File: src/rtl/onehot_pkg.sv
// Shared scan-direction type and bit-reversal helper for the one-hot/multi-hot blocks.
// Ports: none (package).
// Latency: n/a (types and combinational helpers only). Backpressure: n/a.
package onehot_pkg;

    typedef enum logic {
        SCAN_LSB = 1'b0,
        SCAN_MSB = 1'b1
    } scan_dir_t;

    // Widest vector bit_reverse_f handles; callers zero-extend into it and
    // cast the result back down to their own width.
    localparam int REV_MAX_W = 256;

    // Mirrors the low w bits of v (bit i -> bit w-1-i); bits at and above w return 0.
    function automatic logic [REV_MAX_W-1:0] bit_reverse_f(
        input logic [REV_MAX_W-1:0] v,
        input int                   w
    );
        logic [REV_MAX_W-1:0] r;
        r = '0;
        for (int i = 0; i < REV_MAX_W; i++) begin
            if (i < w) begin
                r[w-1-i] = v[i];
            end
        end
        return r;
    endfunction

endpackage

File: src/rtl/onehot_encoder_base.sv
// One-hot to binary index encoder (IMPLEMENTATION 0 = OR-loop, 1 = column-mask table).
// Ports: onehot (WIDTH, one-hot or zero), idx (index of the set bit, 0 when none), enc_vld (any bit set).
// Latency: purely combinational. Backpressure: none.
module onehot_encoder_base #(
    parameter  int WIDTH          = 32,
    parameter  int IMPLEMENTATION = 0,
    localparam int WIDTH_LOG      = $clog2(WIDTH)
) (
    input  logic [WIDTH-1:0]     onehot,
    output logic [WIDTH_LOG-1:0] idx,
    output logic                 enc_vld
);

    assign enc_vld = |onehot;

    // Bit b of column mask: set wherever index i has bit b set.
    function automatic logic [WIDTH-1:0] col_mask(input int b);
        logic [WIDTH-1:0] m;
        m = '0;
        for (int i = 0; i < WIDTH; i++) begin
            m[i] = ((i >> b) & 1) != 0;
        end
        return m;
    endfunction

    generate
        if (IMPLEMENTATION == 0) begin : g_loop
            // OR of every set position's index; exact for one-hot input,
            // and no priority chain is built.
            always_comb begin
                idx = '0;
                for (int i = 0; i < WIDTH; i++) begin
                    if (onehot[i]) begin
                        idx = idx | WIDTH_LOG'(i);
                    end
                end
            end
        end else if (IMPLEMENTATION == 1) begin : g_table
            for (genvar b = 0; b < WIDTH_LOG; b++) begin : g_bit
                localparam logic [WIDTH-1:0] COL = col_mask(b);
                assign idx[b] = |(onehot & COL);
            end
        end else begin : g_bad_impl
            $fatal(1, "onehot_encoder_base: IMPLEMENTATION must be 0 or 1");
        end
    endgenerate

endmodule

File: src/rtl/multihot_index_scanner.sv
// Streams the index of every set bit of an accepted multi-hot vector, one index per output transfer.
// Ports: clk/rst; in_vld/in_rdy/in_vec input handshake; out_vld/out_rdy/enc_idx/out_lst output handshake; busy.
// Latency: first index the cycle after acceptance, then one per cycle; out_rdy=0 holds everything, in_rdy=0 while busy.
module multihot_index_scanner
    import onehot_pkg::*;
#(
    parameter  int        WIDTH          = 32,
    parameter  int        IMPLEMENTATION = 0,
    parameter  scan_dir_t DIRECTION      = SCAN_LSB,
    localparam int        WIDTH_LOG      = $clog2(WIDTH)
) (
    input  logic                 clk,
    input  logic                 rst,
    input  logic                 in_vld,
    output logic                 in_rdy,
    input  logic [WIDTH-1:0]     in_vec,
    output logic                 out_vld,
    input  logic                 out_rdy,
    output logic [WIDTH_LOG-1:0] enc_idx,
    output logic                 out_lst,
    output logic                 busy
);

    logic [WIDTH-1:0] msk;   // bits not yet emitted
    logic [WIDTH-1:0] sel;   // bit being presented this cycle
    logic [WIDTH-1:0] rest;  // what remains after sel transfers
    logic             enc_vld;

    generate
        if (WIDTH < 2 || WIDTH > REV_MAX_W) begin : g_bad_width
            $fatal(1, "multihot_index_scanner: WIDTH out of range");
        end

        if (DIRECTION == SCAN_LSB) begin : g_lsb
            // Two's-complement trick keeps only the lowest set bit.
            assign sel = msk & (~msk + WIDTH'(1));
        end else begin : g_msb
            // Mirror, take the lowest bit, mirror back = highest set bit.
            logic [WIDTH-1:0] rev;
            logic [WIDTH-1:0] rev_sel;
            assign rev     = WIDTH'(bit_reverse_f(REV_MAX_W'(msk), WIDTH));
            assign rev_sel = rev & (~rev + WIDTH'(1));
            assign sel     = WIDTH'(bit_reverse_f(REV_MAX_W'(rev_sel), WIDTH));
        end
    endgenerate

    onehot_encoder_base #(
        .WIDTH          (WIDTH),
        .IMPLEMENTATION (IMPLEMENTATION)
    ) u_enc (
        .onehot  (sel),
        .idx     (enc_idx),
        .enc_vld (enc_vld)
    );

    assign rest    = msk & ~sel;
    assign busy    = |msk;
    assign out_vld = busy;
    assign out_lst = busy & ~(|rest);
    // Accept a new vector in the same cycle the final index leaves, so
    // consecutive vectors stream without an idle cycle.
    assign in_rdy  = ~busy | (out_rdy & out_lst);

    always_ff @(posedge clk or posedge rst) begin
        if (rst) begin
            msk <= '0;
        end else if (in_vld && in_rdy) begin
            msk <= in_vec;
        end else if (out_vld && out_rdy) begin
            msk <= rest;
        end
    end

    a_sel_onehot0 : assert property (@(posedge clk) disable iff (rst) $onehot0(sel));
    a_enc_vld     : assert property (@(posedge clk) disable iff (rst) enc_vld == busy);
    a_idx_stable  : assert property (@(posedge clk) disable iff (rst)
                                     (out_vld && !out_rdy) |=> $stable(enc_idx));
    a_accept_busy : assert property (@(posedge clk) disable iff (rst)
                                     (in_vld && in_rdy && busy) |-> (out_rdy && out_lst));

endmodule

File: config.mk
export PLATFORM = sky130hd
export DESIGN_NAME = multihot_index_scanner
export DESIGN_NICKNAME = d
export VERILOG_FILES = /design/src/rtl/onehot_pkg.sv /design/src/rtl/onehot_encoder_base.sv /design/src/rtl/multihot_index_scanner.sv
export SDC_FILE = /design/constraint.sdc
export NUM_CORES = 1
export LEC_CHECK = 0
export CAP_MARGIN = 20
export CELL_PAD_IN_SITES_DETAIL_PLACEMENT = 1
export CELL_PAD_IN_SITES_GLOBAL_PLACEMENT = 2
export CORE_ASPECT_RATIO = 0.7
export CORE_MARGIN = 2
export CORE_UTILIZATION = 30
export DETAILED_ROUTE_END_ITERATION = 10
export HOLD_SLACK_MARGIN = 0.08
export PLACE_DENSITY_LB_ADDON = 0.25
export REMOVE_ABC_BUFFERS = 1
export SYNTH_ARGS = -nofsm -noshare
export SYNTH_HDL_FRONTEND = slang
export SYNTH_HIERARCHICAL = 1
export SYNTH_SLANG_ARGS = --single-unit
File: constraint.sdc
create_clock -name clk -period 3.8 [get_ports clk]
set_clock_uncertainty 0.15 [all_clocks]
set_input_delay 0.38 -clock clk [delete_from_list [all_inputs] [get_ports clk]]
set_output_delay 0.38 -clock clk [all_outputs]
set_load 0.01 [all_outputs]
==> impl_metrics.tcl, run 1 <==
set metrics [dict create \
    h-tree-depth 2 \
    insertion_delay_ns 0.28 \
    critical-path-top-delay-family "simple AND/OR/NAND/NOR gates" \
    placed_cell_area_mm2 0.00305 \
    cts_tree "built" \
    io_buffers 44 \
    worst_slew_pin_slew_ns 0.437 \
    diodes 0 \
    netlist_area_mm2 0.00242 \
    first_global_vias 2538 \
    relSlewSlack_pct 70.8 \
    grt_util_all_layers_pct 19.2 \
    largest_reg_flops 32 \
    fin_ws_ns 0.0967 \
    clkTransAtPathRegs_ns 0.06 \
    wl_per_cell_um 17.9 \
    status "completed" \
    hpwlAfterDp_mm 6.03 \
    cpMaxStageDelayCell "clkdlybuf4s50_1" \
    dr.pass1.iters 4 \
    wl_mm 8.44 \
    dieArea_mm2 0.00881 \
    setup_viol 0 \
    period_minus_slack_ns 3.70 \
    end_kind "output port" \
    r2r_cells 13 \
    drc 0 \
    core_mm2 0.00784 \
    cts_buffers 5 \
    start_kind "flip-flop" \
    avgSynthCellArea_um2 7.93 \
    slowest_delay_ns 0.55 \
    criticalPathCategory "reg2out" \
    syn-instance-count 305 \
    clk_path_buf_depth 2 \
    grt_pass1_wl_mm 13.5 \
    max_clock_freq_mhz 270 \
    reg_top3 "msk (32)" \
    start_util_pct 30.9 \
    ys_warn_count 6 \
    layout.cells.non_filler 471 \
    antenna_left 0 \
    slew_violations 0 \
    path_max_fanout 6 \
    die_w_um 111 \
    cts.hold.buffers_added 0 \
    largest_register "msk" \
    arrival_ns 3.17 \
    grt_max_degree 33 \
    path_buf_inv 2 \
    crit_chain "nor4_4 > nand3_2 > buf_4 > or2_2 > or3_1 > nor3b_2 > nor3_1 > nand3_1 > clkdlybuf4s50_1" \
    timing.final.hold_violations 0 \
    worstSetupPathDepth 9 \
    rows 27 \
    dp_slack_ns 0.245 \
    area_delta_synth_final_pct 39.2 \
    routed-via-count 2556 \
    grt-ovfl-total 0 \
    avgViaCountPerCell 5.43 \
    nets 406 \
    drive_above_1_share_pct 19.7 \
    place_congestion 0.867 \
    post-route-cell-area_mm2 0.00337 \
    fin_crit_sh_pct 97.5 \
    die_h_um 79.1 \
    antenna_found_initial 0 \
    maxCapViolCount 0 \
    drt_iter0_markers 120 \
    clock-root-buffer "clkbuf_16" \
    worst_ep_required_time_ns 3.27 \
    placed_cells 454 \
    ios 45 \
    hold_path_class "in2async" \
    clock-sinks 32 \
]
worst paths after layout:
kind                       slack [ns]                 from                  end
max in group asynchronous        2.82                  rst   msk[6]$_DFFE_PP0P_
max reg2reg                      0.67   msk[6]$_DFFE_PP0P_  msk[21]$_DFFE_PP0P_
min                              0.35                  rst  msk[27]$_DFFE_PP0P_
min reg2reg                      0.44  msk[20]$_DFFE_PP0P_  msk[20]$_DFFE_PP0P_
max                               0.1   msk[6]$_DFFE_PP0P_           enc_idx[2]
min in group clk                 0.44  msk[20]$_DFFE_PP0P_  msk[20]$_DFFE_PP0P_
metrics by stage:
step                      setup TNS, ns  hold WS, ns  util, %
after floorplan                       0        0.329        -
after global placement                0        0.397     38.9
after detailed placement              0        0.388     38.9
after CTS                             0        0.377     41.6
after global routing            -0.0495        0.434     43.0
final                                 0        0.347     43.0
repair_timing:
item | 4_1_cts | 5_1_grt
setup endpoints to repair | 4 | 6
gates cloned | 1 | 0
setup buffers | 7 | 2
gates resized for setup | 4 | 19
pin swaps | 4 | 5
per-layer routing:
metal	routed length [um]	GRT usage, %
met4	59	3.70
met3	406	4.35
met5	0	0
met2	3620	28.5
met1	4350	28.6
cell type report:
class / count / area [um2]
Inverter: 47 / 176
Fill cell: 945 / 4470
Timing Repair Buffer: 75 / 676
Multi-Input combinational cell: 209 / 1450
Tap cell: 101 / 126
Clock inverter: 1 / 5.00
Sequential cell: 32 / 806
Clock buffer: 6 / 129
worst min-delay path: stages:
cell and delay (ns):
clkdlybuf4s50_1 0.39, inv_1 0.05, buf_4 0.38
cell usage in the layout (no fill, tap or decap), types with 2 or more instances in the layout:
cell type        count
and2_1               8
and3_1               2
buf_4               31
clkbuf_16            5
clkdlybuf4s50_1     43
dfrtp_1             28
dfrtp_2              4
inv_1               46
nand2_1             10
nand3_1              8
nand4_1              6
nor2_1              24
nor3_1               8
nor3_2               4
nor3_4               2
nor3b_1              4
nor4_1              13
nor4_2               3
nor4_4               3
nor4b_1              2
o2111ai_1            2
o21ai_0             16
o21ai_1             30
o22ai_2              2
o31ai_1             17
o41ai_1              4
o41ai_2              2
or2_2                2
or3_1                7
or4_1                6
Power of run 1 is left out: the tool's default activity adds up to more than one toggle a clock period on the data nets, which glitch-free logic cannot reach.
==> inputs of run 2 (changes only) <==
CORE_UTILIZATION = 37   (was 30)
DONT_BUFFER_PORTS = 1   (was not set)
==> impl_metrics.tcl, run 2 (synthesized netlist as in run 1, its figures left out) <==
set metrics [dict create \
    worst_slew_pin_slew_ns 0.573 \
    worst_ep_required_time_ns 3.27 \
    routed-via-count 2353 \
    relSlewSlack_pct 61.3 \
    antenna_left 0 \
    largest_reg_flops 32 \
    fin_tns_setup_ns 0 \
    drive_above_1_share_pct 11.1 \
    core_mm2 0.00628 \
    slowest_delay_ns 0.63 \
    grt_max_degree 33 \
    dr.pass1.iters 4 \
    max_clock_freq_mhz 278 \
    grt_util_all_layers_pct 22.5 \
    maxCapViolCount 0 \
    cpMaxStageDelayCell "or4_1" \
    arrival_ns 3.07 \
    criticalPathCategory "reg2out" \
    wl_mm 7.55 \
    largest_register "msk" \
    grt_use_met3_pct 4.59 \
    avgViaCountPerCell 5.84 \
    period_minus_slack_ns 3.60 \
    start_kind "flip-flop" \
    crit_chain "nor3_4 > nand3_4 > or4_1 > a221o_1 > nor4_4 > and2_1 > a21o_1" \
    first_global_vias 2351 \
    antenna_found_initial 0 \
    place_congestion 0.922 \
    clkTransAtPathRegs_ns 0.07 \
    timing.final.hold_violations 0 \
    critical-path-top-delay-family "simple AND/OR/NAND/NOR gates" \
    setup_viol 0 \
    io_buffers 0 \
    multi_input_area_mm2 0.00136 \
    cts_buffers 5 \
    start_util_pct 38.6 \
    drt_iter0_markers 127 \
    r2r_slack_ns 0.59 \
    gr-usage-met1_pct 34.3 \
    path_buf_inv 0 \
    layout_common_cells "inv_1 (46), dfrtp_1 (32), o21ai_1 (30)" \
    rsz0062_at_grt "no" \
    status "completed" \
    grt.met2_usage_pct 33.6 \
    reg_top3 "msk (32)" \
    clock-root-buffer "clkbuf_8" \
    rows 24 \
    die_h_um 71.7 \
    grt-ovfl-total 0 \
    end_kind "output port" \
    diodes 0 \
    clock-sinks 32 \
    grt.busiest_layer "met1" \
    drc 0 \
    n_fill_cell 762 \
    seqCellArea_um2 801 \
    path_max_fanout 13 \
    cts_tree "built" \
    hold_path_class "in2reg" \
    hpwlAfterDp_mm 5.52 \
    clk_path_buf_depth 2 \
    die_w_um 101 \
    ios 45 \
    insertion_delay_ns 0.28 \
    dieArea_mm2 0.00721 \
    final_core_util_pct 45.6 \
    fin_crit_sh_pct 94.6 \
    grt_pass1_wl_mm 12.7 \
    wl_per_cell_um 18.7 \
    area_delta_synth_final_pct 18.3 \
    slew_violations 0 \
    h-tree-depth 2 \
    final_common_cell "inv_1" \
    nets 360 \
]
==> run 2: routing by layer <==
layer	up-vias	share of wire [%]
met2	60	43
li1	1150	-
met4	0	0.60
met1	1139	51
met5	-	0
met3	4	5.2
==> run 2: cell type report <==
type                       instances  share of cell area (%)
clock inverter                     1                    1.05
multi-input combinational        208                    47.5
timing repair buffer              30                    10.6
tap                               78                    3.41
inverter                          47                    6.16
sequential                        32                    28.0
clock buffer                       7                    3.37
==> run 2: metrics by stage <==
step	setup slack [ns]	hold WS, ns	area [um2]	cells
CTS	0.0854	0.0805	2830	401
global placement	0.499	0.236	2490	372
finish	0.204	0.0855	2860	403
floorplan	0.311	0.329	2310	287
global route	0.0103	0.0873	2860	403
detailed placement	0.415	0.245	2490	372
==> run 2: path summary, 6_finish.rpt <==
kind	from	end	cells past startpoint
max in group asynchronous	rst	msk[29]$_DFFE_PP0P_	3
worst max-delay path	msk[2]$_DFFE_PP0P_	in_rdy	7
min in group asynchronous	rst	msk[15]$_DFFE_PP0P_	3
worst min-delay path	in_vec[26]	msk[26]$_DFFE_PP0P_	2
worst min register to register	msk[31]$_DFFE_PP0P_	msk[31]$_DFFE_PP0P_	2
worst max register to register	msk[17]$_DFFE_PP0P_	msk[19]$_DFFE_PP0P_	9
==> run 2: timing repair <==
item | CTS | global route
hold buffers | 21 | 0
endpoints found under the setup margin | 0 | 3
buffers inserted | 0 | 2
resized for setup | 0 | 3
hold endpoints to repair | 52 | 0
Power of run 2 is left out for the same reason.
